$ cat config.mk
export PLATFORM = sky130hd
export DESIGN_NAME = press_pulse_generator
export DESIGN_NICKNAME = d
export VERILOG_FILES = /design/src/rtl/press_pulse_generator.sv
export SDC_FILE = /design/constraint.sdc
export NUM_CORES = 1
export LEC_CHECK = 0
export ABC_CLOCK_PERIOD_IN_PS = 2520
export CAP_MARGIN = 10
export CORE_ASPECT_RATIO = 1.5
export CORE_MARGIN = 3
export CORE_UTILIZATION = 49
export DETAILED_ROUTE_END_ITERATION = 6
export PLACE_DENSITY_LB_ADDON = 0.05
export SYNTH_ARGS = -nofsm -noshare
export SYNTH_HDL_FRONTEND = slang
export SYNTH_SLANG_ARGS = --single-unit
$ cat constraint.sdc
create_clock -name clk_in -period 2.52 [get_ports clk_in]
set_input_delay 0.504 -clock clk_in [delete_from_list [all_inputs] [get_ports clk_in]]
set_output_delay 0.504 -clock clk_in [all_outputs]
set_load 0.005 [all_outputs]
$ cat src/rtl/press_pulse_generator.sv
// Turns single-cycle press requests into fixed-length high/low press waveforms
// on D_out, queueing requests that arrive while a press is being generated.
module press_pulse_generator #(
    parameter int HIGH_CYCLES = 16,
    parameter int GAP_CYCLES  = 16,
    parameter int CNT_W       = 8,
    parameter int PEND_W      = 4
) (
    input  logic              clk_in,
    input  logic              reset,
    input  logic              pulse_in,
    input  logic              clear,
    output logic              D_out,
    output logic              busy,
    output logic              done,
    output logic [PEND_W-1:0] pending,
    output logic              overflow
);

    // pulse_in has no back-pressure: every cycle it is sampled high is one request,
    // either started, queued in pending, or dropped (flagged by overflow).
    typedef enum logic [1:0] {
        IDLE = 2'd0,
        HIGH = 2'd1,
        GAP  = 2'd2
    } state_t;

    localparam logic [CNT_W-1:0]  HIGH_LOAD = CNT_W'(HIGH_CYCLES - 1);
    localparam logic [CNT_W-1:0]  GAP_LOAD  = CNT_W'(GAP_CYCLES - 1);
    localparam logic [PEND_W-1:0] PEND_MAX  = '1;

    state_t            state_q, state_d;
    logic [CNT_W-1:0]  cnt_q, cnt_d;
    logic [PEND_W-1:0] pend_q, pend_d;
    logic              ovf_q, ovf_d;
    logic              cnt_zero;
    logic              consume;

    always_ff @(posedge clk_in or posedge reset) begin
        if (reset) begin
            state_q <= IDLE;
            cnt_q   <= '0;
            pend_q  <= '0;
            ovf_q   <= 1'b0;
        end else begin
            state_q <= state_d;
            cnt_q   <= cnt_d;
            pend_q  <= pend_d;
            ovf_q   <= ovf_d;
        end
    end

    always_comb begin
        state_d  = state_q;
        cnt_d    = cnt_q;
        pend_d   = pend_q;
        ovf_d    = ovf_q;
        consume  = 1'b0;
        cnt_zero = (cnt_q == '0);

        case (state_q)
            IDLE: begin
                if (pulse_in) begin
                    state_d = HIGH;
                    cnt_d   = HIGH_LOAD;
                end
            end
            HIGH: begin
                if (cnt_zero) begin
                    state_d = GAP;
                    cnt_d   = GAP_LOAD;
                end else begin
                    cnt_d = cnt_q - CNT_W'(1);
                end
            end
            GAP: begin
                if (cnt_zero) begin
                    // Back-to-back replay: the next press starts straight after the gap.
                    if ((pend_q != '0) || pulse_in) begin
                        consume = 1'b1;
                        state_d = HIGH;
                        cnt_d   = HIGH_LOAD;
                    end else begin
                        state_d = IDLE;
                    end
                end else begin
                    cnt_d = cnt_q - CNT_W'(1);
                end
            end
            default: begin
                state_d = IDLE;
                cnt_d   = '0;
            end
        endcase

        // A live request at a consuming edge replaces the queued one it would have used.
        if (consume) begin
            if ((pend_q != '0) && !pulse_in) begin
                pend_d = pend_q - PEND_W'(1);
            end
        end else if (pulse_in && (state_q != IDLE)) begin
            if (pend_q == PEND_MAX) begin
                ovf_d = 1'b1;
            end else begin
                pend_d = pend_q + PEND_W'(1);
            end
        end

        if (clear) begin
            state_d = IDLE;
            cnt_d   = '0;
            pend_d  = '0;
            ovf_d   = 1'b0;
        end
    end

    assign D_out    = (state_q == HIGH);
    assign busy     = (state_q != IDLE);
    assign done     = (state_q == GAP) && cnt_zero;
    assign pending  = pend_q;
    assign overflow = ovf_q;

endmodule

== Word level (Yosys, flattened, before mapping) ==
Index checks and enable logic that the tools add are counted.

* $add $sub $neg: 3
* Equal/unequal tests: 10
* Muxes and demuxes: 24
* Reduce and logical (&&, ||, !) cells: 16

{| class="wikitable"
|+ Operators with widths
! operator !! number
|-
| $mux 8 || 5
|-
| $pmux 8 s3 || 1
|-
| $mux 4 || 5
|-
| $ne 3x3->1 const B || 3
|-
| $reduce_and 3->1 || 3
|-
| $logic_not 8->1 || 1
|-
| $mux 1 || 8
|-
| $mux 2 || 4
|-
| $sub 8x1->8 const B || 1
|-
| $ne 3x2->1 const B || 2
|-
| $pmux 2 s3 || 1
|-
| $reduce_bool 2->1 || 3
|-
| $add 4x1->4 const B || 1
|-
| $eq 4x4->1 const B || 1
|-
| $ne 4x4->1 const B || 1
|-
| $reduce_bool 4->1 || 1
|-
| $sub 4x1->4 const B || 1
|-
| $logic_and 1x1->1 || 3
|-
| $reduce_bool 3->1 || 1
|-
| $eq 2x1->1 const B || 1
|-
| $eq 2x2->1 const B || 1
|-
| $logic_not 2->1 || 1
|-
| $ne 2x2->1 const B || 1
|-
| $reduce_and 2->1 || 1
|-
| 2 further kinds || 2
|}

* Register bits: 15
* Input bits: 4
* Output and inout port bits: 8
* Logic and storage cells: 57

== Logic depth before layout (Yosys ltp) ==
Gate-level depths: netlist of the first run.

* Depth after elaboration: 7
* Depth in mapped cells: 11
* Gate-level depth less buffers: 11

== Worst setup path after synthesis of the first run ==
Ideal clock, no wire load.

* Kind: reg2reg
* Start: register pend_q[1], in the netlist pending[1]
* End: register pend_q[3], in the netlist pending[3]
* Library setup time: 76 ps
* Arrival: 2589 ps
* Data required time: 2444 ps
* Path slack: -145 ps
* Stages on the path, launching flop included: 11
* Path buffers: 1
* Clock period less this slack: 2665 ps
* Path through: dfrtp_1 clkbuf_1 or4_1 o211ai_4 inv_1 ha_1 o21ai_0 nand2b_1 mux2_4 or4_1 o21ai_1

* Longest elaborated chain between the ends: 7

{| class="wikitable"
|+ Ends and longest elaborated chain
! element !! RTL line !! source
|-
| start: declaration || 34 || <nowiki>logic [PEND_W-1:0] pend_q, pend_d;</nowiki>
|-
| start signal: assignment || 48 || <nowiki>pend_q <= pend_d;</nowiki>
|-
| $reduce_bool 4->1 || 79, 98 ||
|-
| $logic_or 1x1->1 || 79 || <nowiki>if ((pend_q != '0) || pulse_in) begin</nowiki>
|-
| $mux 1 || 79 ||
|-
| $mux 1 || 77 || <nowiki>if (cnt_zero) begin</nowiki>
|-
| $mux 1 || 61 || <nowiki>case (state_q)</nowiki>
|-
| $ne 3x2->1 (no source line), or another cell as far along || - ||
|-
| $reduce_and 3->1 (no source line) or $mux 4 (tied branches) || - ||
|}

Several ways; a longest one is shown, not always the timed one. The select of a mux whose other input is x is not followed.
A chain may end at the register's enable or synchronous reset.

== Final worst setup path of the first run ==
* Start: register cnt_q[0]
* End: output done

* Longest elaborated chain between the ends: 2

{| class="wikitable"
|+ Ends and longest elaborated chain
! element !! RTL line !! source
|-
| start: declaration || 33 || <nowiki>logic [CNT_W-1:0] cnt_q, cnt_d;</nowiki>
|-
| start signal: assignment || 47 || <nowiki>cnt_q <= cnt_d;</nowiki>
|-
| $logic_not 8->1 || 59 || <nowiki>cnt_zero = (cnt_q == '0);</nowiki>
|-
| $logic_and 1x1->1 || 119 || <nowiki>assign done = (state_q == GAP) && cnt_zero;</nowiki>
|-
| end: declaration || 15 || <nowiki>output logic done,</nowiki>
|}

No other way between the ends.

==> results of run 1 <==
-- power by group --
group | internal, uW | switching, uW
clock network | 61.4 | 78.6
registers | 311 | 74.0
logic | 458 | 461
total | 831 | 613
-- path summary, 6_finish.rpt --
check	from	to
worst min-delay path	overflow$_DFFE_PP0P_	overflow$_DFFE_PP0P_
worst max register to register	pending[2]$_DFFE_PP0P_	pending[3]$_DFFE_PP0P_
min in group asynchronous	reset	cnt_q[4]$_DFFE_PP0P_
worst max-delay path	cnt_q[0]$_DFFE_PP0P_	done
max in group asynchronous	reset	pending[3]$_DFFE_PP0P_
worst min register to register	overflow$_DFFE_PP0P_	overflow$_DFFE_PP0P_
-- area by class of cell --
class                           instances  area, um^2  share of cell area
Multi-Input combinational cell         89         677               0.480
Sequential cell                        15         375               0.266
Timing Repair Buffer                   31         260               0.184
Inverter                               12        45.0              0.0319
Tap cell                               22        27.5              0.0195
Clock buffer                            4        26.3              0.0186
-- routing by layer --
metal / GRT usage / routed length [um] / part of all wire
met1: 0.248 / 1140 / 0.44
met2: 0.347 / 1350 / 0.52
met5: 0 / 0 / 0
met4: 0.0830 / 43 / 0.017
met3: 0.0171 / 60 / 0.023
-- state kept, by name (all words and copies together) (netlist names) --
signal,cells
cnt_q,8
state_q,2
pending,4
overflow,1
-- worst max-delay path: stages, from the launching register on --
cell and delay [ns]:
dfrtp_1 0.39, inv_1 0.09, ha_1 0.17, nor4b_4 0.31, nand2_1 0.14, inv_2 0.09
clkdlybuf4s50_1 0.49
-- placed cells by master (no fill, tap or decap), drive strengths merged, types with 4 or more instances in the layout --
master         Yosys  final
buf                0     20
dfrtp             15     15
nand2             13     13
o21ai             12     12
inv               12     12
clkdlybuf4s50      0     11
ha                 8      8
a21oi              7      7
nor2               7      7
clkbuf             3      4
-- cell families (layout without fill, tap and decap cells) --
| kind of cell | after synthesis | after routing | share of synthesized area |
|---|---|---|---|
| muxes | 3 | 3 | 0.0326 |
| adders and majority gates | 8 | 8 | 0.0930 |
| buffers and inverters | 15 | 47 | 0.0523 |
| DFF | 15 | 15 | 0.349 |
| and+or+nand+nor | 40 | 40 | 0.223 |
| AOI/OAI and AO/OA | 35 | 35 | 0.226 |
| xor gates and xnor gates | 3 | 3 | 0.0244 |
-- stage by stage --
step	power (uW)	instance area (um^2)
finish	1440	1410
global route	1570	1410
CTS	1390	1360
detailed placement	1220	1310
global placement	1210	1310
floorplan	952	1100
-- timing repair --
| action | in CTS | in global routing |
|---|---|---|
| endpoints found under the setup margin | 1 | 2 |
| setup buffers | 3 | 5 |
| pin swaps | 0 | 4 |
| resized for setup | 2 | 4 |
==> summary.md, run 1 <==
| Metric | Value |
|---|---|
| Status | complete, no violations |
| Hold-fix buffers, CTS | 0 |
| TritonCTS clock tree | yes |
| Longest Clk Path Bufs | 2 |
| Skew final | 0.00617 ns |
| Grt total ovfl | 0 |
| Initial DRT Pass Iterations | 4 |
| Largest net degree at the start of global routing | 16 |
| First-pass GRT wire length | 4.33 mm |
| Setup WS pre-CTS | 0.0376 ns |
| H-tree depth | 1 |
| DRC viols | 0 |
| Max_slew headroom | 0.593 |
| CP required | 2.02 ns |
| Site Rows | 20 |
| Worst vdd ir | 0.000555 V |
| Synth area leaders | dfrtp_1, ha_1, o21ai_0 |
| Total CTS buffers | 3 |
| Port Buffers | 11 |
| Max-capacitance violation count | 0 |
| Setup_tns | 0 ns |
| RSZ-0062 raised after global routing | true |
| Vias in the first global route | 978 |
| # fillers | 157 |
| Starting density of the core | 0.524 |
| #FFs+latches synth | 15 |
| Post-layout util | 0.688 |
| Post-synth top area share | 0.349 |
| Number of synthesis warnings | 0 |
| Worst-Margin Slew | 0.610 ns |
| Min Hold Slack | 0.532 ns |
| ANT nets after route | 0 |
| Synth Instances | about 120 |
| Post-Place Cells | 161 |
| Post-synth EDFFs | 0 |
| DR WL/cell | 15.0 um |
| Most used DFF post-synth | dfrtp_1 |
| Total die area | 2810 um^2 |
| CP arrival | between 1.5 and 2 ns |
| Global-route usage over all layers | 0.202 |
| Placeable Area | 2050 um^2 |
| Post-route setup slack | 0.0555 ns |
| Total Routed Length | ~2.6 mm |
| Reg2reg setup slack | around 0.056 ns |
| Mapped Nets | 131 |
| Leading cell types by count after synthesis | dfrtp_1, nand2_1, inv_1 |
| CTS sink count | 15 |
| Slew Viols, Final | 0 |
| Share of synthesized flip-flops with an asynchronous set or reset | 1.00 |
| CTS clk-pin slew, worst paths | 0.10 ns |
| WHS Path Cells | 2 |
| Layout cells sized above 1 | 0.245 |
| Final setup viols | 0 |
| Worst min-delay path category | flop to flop |
| Die Span X | 44.3 um |
| Max Freq | 406 MHz |
| Critical setup path kind | flop to primary output |
| I/O pin total | 12 |
| Final-report hold violation count | 0 |
| Tcrit/Tclk final | 0.978 |
| Yosys top cell by area | dfrtp_1 |
| Area Growth Syn to Fin | 31.2% |
| Sequential share of the synthesized area | 0.349 |
| CP max FO | 3 |
| Cell Count, Final, Fillers Out | 173 |
| Synth unique cells | 36 |
| Post-Syn Area | approximately 1100 um^2 |
| R2R depth | 8 |
| Power Density | 1020 nW/um^2 |
| Drt initial violations | 42 |
| Vias | 1,019 |
| Clock Latency Late Sink | between 0.2 and 0.3 ns |
| Die Y | roughly 63 um |
| CP Capture Type | primary output |
| Hpwl dp | 1.91 mm |
| Ant diodes | 0 |
| Fin nets | 164 |
| Tmin final | 2.46 ns |
| Syn avg cell area | about 9 um^2 |
| DR vias/cell | about 5.9 |
| Worst Setup Start Kind | flop |
| Root Buffer | clkbuf_4 |
| Final RePlAce weighted congestion | 0.801 |
| Pleak | about 0.00065 uW |
| Count leader, synth | dfrtp_1 |
| Initial antenna violation count | 0 |
No activity file was read; power rests on OpenSTA's default activity.
==> run 2: changes to the inputs <==
CTS_CLUSTER_SIZE = 24   (was not set)
MAX_ROUTING_LAYER = met4   (was not set)
==> run 2 against run 1 <==
  * Non-clock buffer count unchanged
  * First-iteration DRC count up 4.8%
  * Die area unchanged
  * Via count down 0.49%
  * Worst setup slack better by 0.0049 ns
  * Largest cell class unchanged
==> summary.md, run 2 (same netlist as run 1, synthesis figures left out) <==
| Metric | Value |
|---|---|
| Status | complete, no violations |
| Reg-to-reg endpoint | pending[3]$_DFFE_PP0P_ |
| Top reg by flops | cnt_q |
| R2R depth | 8 |
| Die Span X | 44.3 um |
| Pleak | roughly 0.00065 uW |
| Tmin final | 2.46 ns |
| Hold-fix buffers, CTS | 0 |
| Sw frac | 0.422 |
| WHS Path Cells | 2 |
| Worst Setup Start Kind | flop |
| Total die area | 2810 um^2 |
| RSZ-0062 raised after global routing | true |
| Root Buffer | clkbuf_4 |
| Placeable Area | around 2100 um^2 |
| HP Start | overflow$_DFFE_PP0P_ |
| Clock Latency Late Sink | 0.28 ns |
| Skew final | roughly 0.0032 ns |
| Max_slew headroom | 0.592 |
| Clock Power Share | 0.096 |
| Worst vdd ir | 0.000554 V |
| # fillers | 157 |
| ANT nets after route | 0 |
| Ant diodes | 0 |
| CP arrival | approximately 2.7 ns |
| Worst min-delay path category | flop to flop |
| DRC viols | 0 |
| CP required | roughly 2.7 ns |
| Post-Place Cells | roughly 160 |
| Commonest cells after routing, fill and taps aside | buf_4, dfrtp_1, nand2_1 |
| Hpwl dp | 1.91 mm |
| Setup WS pre-CTS | 0.0376 ns |
| Critical setup path kind | flop to flop |
| Max-capacitance violation count | 0 |
| Worst-Margin Slew | 0.611 ns |
| DR vias/cell | 5.86 |
| Post-route cell area | 1410 um^2 |
| Flop pwr share | 0.268 |
| Max Freq | 407 MHz |
| Starting density of the core | 0.524 |
| Global-route usage over all layers | 0.207 |
| Die Y | 63.4 um |
| Tcrit/Tclk final | 0.976 |
| Initial antenna violation count | 0 |
| First-pass GRT wire length | 4.32 mm |
| Multi-input logic area | 677 um^2 |
| Internal Power | between 800 and 900 uW |
| Layout cells sized above 1 | 0.245 |
| Reg-to-reg startpoint | pending[2]$_DFFE_PP0P_ |
| Final-report hold violation count | 0 |
| Leading cell type in the layout, fill and taps excluded | buf_4 |
| Setup_tns | 0 ns |
| Site Rows | 20 |
| Largest net degree at the start of global routing | 16 |
| Total chip power | 1440 uW |
| CP Capture Type | flop |
| Reg2reg setup slack | 0.06 ns |
| Cell Count, Final, Fillers Out | roughly 170 |
| Power Density | 1020 nW/um^2 |
| Vias in the first global route | a little under 1,000 |
| Largest register FFs | 8 |
| H-tree depth | 1 |
| Hold Path End | overflow$_DFFE_PP0P_ |
| Longest Clk Path Bufs | 2 |
| Slew Viols, Final | 0 |
| Final RePlAce weighted congestion | 0.812 |
| Placed inst area | around 1300 um^2 |
| Area Growth Syn to Fin | 31.2% |
| TritonCTS clock tree | yes |
| I/O pin total | 12 |
| Drt initial violations | 44 |
| Initial DRT Pass Iterations | 4 |
| Grt total ovfl | 0 |
| Post-route setup slack | just over 0.06 ns |
| CP max FO | 3 |
| CTS clk-pin slew, worst paths | 0.09 ns |
| CTS sink count | 15 |
| Total CTS buffers | 3 |
| Final setup viols | 0 |
| Fin nets | 164 |
| Vias | 1,014 |
| DR WL/cell | 14.8 um |
| Port Buffers | 11 |
| Register Area | 375 um^2 |
| Logic pwr share | 0.636 |
| Psw | slightly above 600 uW |
| Total Routed Length | 2.57 mm |
## run 2: cell counts in the layout (fill, tap and decap cells not counted)
No cell type changed its count.
## run 2: final cells by class
type,instances,share of cell area
clock buffer,4,0.0186
inverter,12,0.0319
multi-input combinational,89,0.480
sequential,15,0.266
tap,22,0.0195
timing repair buffer,31,0.184
## run 2: metrics by stage
| step | utilization | hold slack (ns) |
|---|---|---|
| after detailed placement | 0.638 | 0.504 |
| after global placement | 0.638 | 0.488 |
| after global routing | 0.688 | 0.572 |
| final | 0.688 | 0.530 |
| after CTS | 0.663 | 0.528 |
| after floorplan | - | 0.405 |
## run 2: worst max-delay path, cell delays in order, from the launching register on
cell	delay, ns
dfrtp_1	0.38
or4_4	0.58
o211ai_4	0.20
inv_2	0.06
ha_4	0.28
a31oi_1	0.07
mux2_4	0.26
or4_1	0.47
o21ai_1	0.08
## run 2: what timing repair did
action,4_1_cts,5_1_grt
setup endpoints to repair,1,2
endpoints found under the hold margin,0,0
gates resized for setup,2,4
setup buffers,3,5
pin swaps,0,4
## run 2: how the worst max path moves through the flow
| stage | startpoint | end | slack (ns) |
|---|---|---|---|
| after detailed placement | pulse_in | pending[3]$_DFFE_PP0P_ | 0.04 |
| after global placement | pulse_in | pending[3]$_DFFE_PP0P_ | 0.07 |
| after global routing | pending[2]$_DFFE_PP0P_ | pending[3]$_DFFE_PP0P_ | -0.04 |
| final | pending[2]$_DFFE_PP0P_ | pending[3]$_DFFE_PP0P_ | 0.06 |
| after floorplan | pending[1]$_DFFE_PP0P_ | pending[3]$_DFFE_PP0P_ | -0.01 |
| after CTS | state_q[0]$_DFFE_PP0P_ | done | 0.007 |
## run 2: power groups by stage
| stage | sequential, uW | clock [uW] | combinational (uW) |
|---|---|---|---|
| 4_1_cts | 382 | 145 | 867 |
| 5_1_grt | 398 | 154 | 1020 |
| 2_1_floorplan | 404 | 0 | 548 |
| 3_5_place_dp | 387 | 0 | 836 |
| 6_report | 385 | 138 | 914 |
| 3_3_place_gp | 384 | 0 | 821 |
## run 2: per-layer routing
metal	global-route usage	share of wire	up-vias
met5	-	0	-
met4	0.0830	0.017	0
met3	0.0171	0.024	4
li1	-	-	493
met2	0.347	0.53	15
met1	0.248	0.43	502
==> run 3: changes to the inputs <==
ABC_AREA = 1   (was not set)
==> run 3 against run 2 <==
  * Via count fell by 3.3%
  * Sequential share of layout area rose by 3.5 points
  * Combinational power fell by 9.1%
  * Register-to-register slack improved by 0.35 ns
  * Flip-flop and latch count did not move
  * Synthesized area rose by 0.12%
  * Hold slack got worse by 0.022 ns
  * Power fell by 4.7%
==> summary.md, run 3 <==
| Metric | Value |
|---|---|
| Leading cell types by count after synthesis | nand2_1, inv_1, nor2_1 |
| Top reg by flops | cnt_q |
| Final setup viols | 0 |
| Initial DRT Pass Iterations | 4 |
| Largest net degree at the start of global routing | 16 |
| Hpwl dp | 1.91 mm |
| Vias | 981 |
| Post-Syn Area | 1080 um^2 |
| Worst Setup Start Kind | flop |
| Tcrit/Tclk final | 0.952 |
| First-pass GRT wire length | 4.22 mm |
| CP required | 2.02 ns |
| Synth Instances | about 150 |
| Post-synth top area share | 0.348 |
| Internal Power | 707 uW |
| DRC viols | 0 |
| Total CTS buffers | 3 |
| Final RePlAce weighted congestion | 0.853 |
| CP max FO | 5 |
| Post-synthesis mux area share | 0 |
| Sw frac | 0.484 |
| Pleak | roughly 0.00065 uW |
| Worst-Margin Slew | 0.585 ns |
| CP Capture Type | primary output |
| I/O pin total | 12 |
| Mapped Nets | 160 |
| Logic pwr share | 0.607 |
| Placeable Area | between 2000 and 2500 um^2 |
| Leading cell type in the layout, fill and taps excluded | nand2_1 |
| Global-route usage over all layers | 0.205 |
| Adder-cell share of the synthesized area | 0.0929 |
| Max Freq | around 420 MHz |
| Clock Latency Late Sink | between 0.2 and 0.3 ns |
| Vias in the first global route | 1,029 |
| TritonCTS clock tree | yes |
| Status | complete, no violations |
| Area Growth Syn to Fin | 15.7% |
| Critical setup path kind | flop to primary output |
| Sequential share of the synthesized area | 0.348 |
| Largest family of logic cells by synthesized area | simple AND/OR/NAND/NOR gates |
| Commonest cells after routing, fill and taps aside | nand2_1, inv_1, nor2_1 |
| Share of synthesized flip-flops with an asynchronous set or reset | 1.00 |
| Syn avg cell area | 7.28 um^2 |
| Total die area | approximately 2800 um^2 |
| Post_cts resized | 0 |
| DR vias/cell | 5.27 |
| CP arrival | 1.89 ns |
| Skew final | slightly below 0.006 ns |
| Compound-Gate Fraction of Synth Area | 0.110 |
| Post-CTS setup repair buffer count | 0 |
| Fin nets | 177 |
| Initial antenna violation count | 0 |
| Worst min-delay path category | flop to flop |
| Longest Clk Path Bufs | 2 |
| Starting density of the core | 0.525 |
| Site Rows | 20 |
| Slew Viols, Final | 0 |
| Final-report hold violation count | 0 |
| Synth unique cells | 24 |
| Yosys top cell by area | dfrtp_1 |
| Drt initial violations | 23 |
| Post-Synth XOR/XNOR Area | 0.0244 |
| Ant diodes | 0 |
| Post-layout util | 0.607 |
| # fillers | 198 |
| DR WL/cell | 12.9 um |
| Setup_tns | 0 ns |
| Min Hold Slack | 0.508 ns |
| Most used DFF post-synth | dfrtp_1 |
| Power Density | 1100 nW/um^2 |
| Die Span X | 44.3 um |
| Tmin final | about 2.4 ns |
| Count leader, synth | nand2_1 |
| Post-synth EDFFs | 0 |
| Max_slew headroom | 0.610 |
| #FFs+latches synth | 15 |
| Synth area leaders | dfrtp_1, nand2_1, ha_1 |
| H-tree depth | 1 |
| Flop pwr share | 0.289 |
| Synth Area in Simple Gates | 0.314 |
| ANT nets after route | 0 |
| Port Buffers | 11 |
| Layout cells sized above 1 | 0.104 |
| Clock Power Share | 0.104 |
| Psw | 662 uW |
| CTS sink count | 15 |
| Number of synthesis warnings | 0 |
| Total Routed Length | 2.40 mm |
| Hold-fix buffers, CTS | 0 |
| CTS clk-pin slew, worst paths | 0.09 ns |
| Root Buffer | clkbuf_4 |
| Largest register FFs | 8 |
| RSZ-0062 raised after global routing | false |
| Worst vdd ir | 0.000531 V |
| Die Y | 63.4 um |
| Grt total ovfl | 0 |
| Max-capacitance violation count | 0 |
## run 3: layout make-up
cell class / count / area [um^2] / share of cell area
multi-input cells: 104 / 583 / 0.468
flip-flops and latches: 15 / 375 / 0.301
repair buffers: 13 / 125 / 0.100
inverters: 28 / 108 / 0.0863
well taps: 22 / 27.5 / 0.0221
clock buffers: 3 / 22.5 / 0.0181
clock inverters: 1 / 5.00 / 0.00402
## run 3: per-stage QoR
stage	worst slack (ns)	area, um^2	total power (uW)	std cells
6_report	0.122	1250	1370	186
5_1_grt	0.0328	1250	1510	186
4_1_cts	0.0743	1230	1330	184
3_5_place_dp	0.171	1200	1190	180
3_3_place_gp	0.270	1200	1170	180
2_1_floorplan	0.655	1080	986	148
## run 3: worst max-delay path, stage by stage, from the launching register on
cell	delay (ns)
dfrtp_1	0.40
inv_1	0.14
ha_1	0.17
nand2_1	0.08
nor2_4	0.15
inv_4	0.08
nor2_8	0.09
clkdlybuf4s50_1	0.51
## run 3: final timing paths
kind | startpoint | cells after the start | slack (ns) | to
setup / recovery | cnt_q[0]$_DFFE_PP0P_ | 7 | 0.12 | done
hold / removal | overflow$_DFFE_PP0P_ | 2 | 0.51 | overflow$_DFFE_PP0P_
setup reg to reg | cnt_q[0]$_DFFE_PP0P_ | 14 | 0.41 | pending[3]$_DFFE_PP0P_
hold reg to reg | overflow$_DFFE_PP0P_ | 2 | 0.51 | overflow$_DFFE_PP0P_
max in group asynchronous | reset | 2 | 1.57 | cnt_q[3]$_DFFE_PP0P_
min in group asynchronous | reset | 2 | 0.57 | cnt_q[4]$_DFFE_PP0P_
## run 3: cell families after synthesis
| family | after synthesis |
|---|---|
| buf+inv | 29 |
| xor+xnor | 3 |
| flops | 15 |
| simple gates | 72 |
| compound gates | 21 |
| fa+ha+maj | 8 |
## run 3: per-layer routing
metal  wire length [um]  track usage  vias up
met5                  0            -        -
met4                 80        0.102        0
met3                 42       0.0343        8
met2               1280        0.349       15
met1                993        0.219      451
li1                   -            -      507
## run 3: power by group through the flow
stage / clock [uW] / combinational, uW / sequential [uW]
floorplan: 0 / 605 / 381
global placement: 0 / 776 / 396
detailed placement: 0 / 790 / 400
CTS: 145 / 795 / 395
global route: 157 / 948 / 406
finish: 142 / 831 / 396
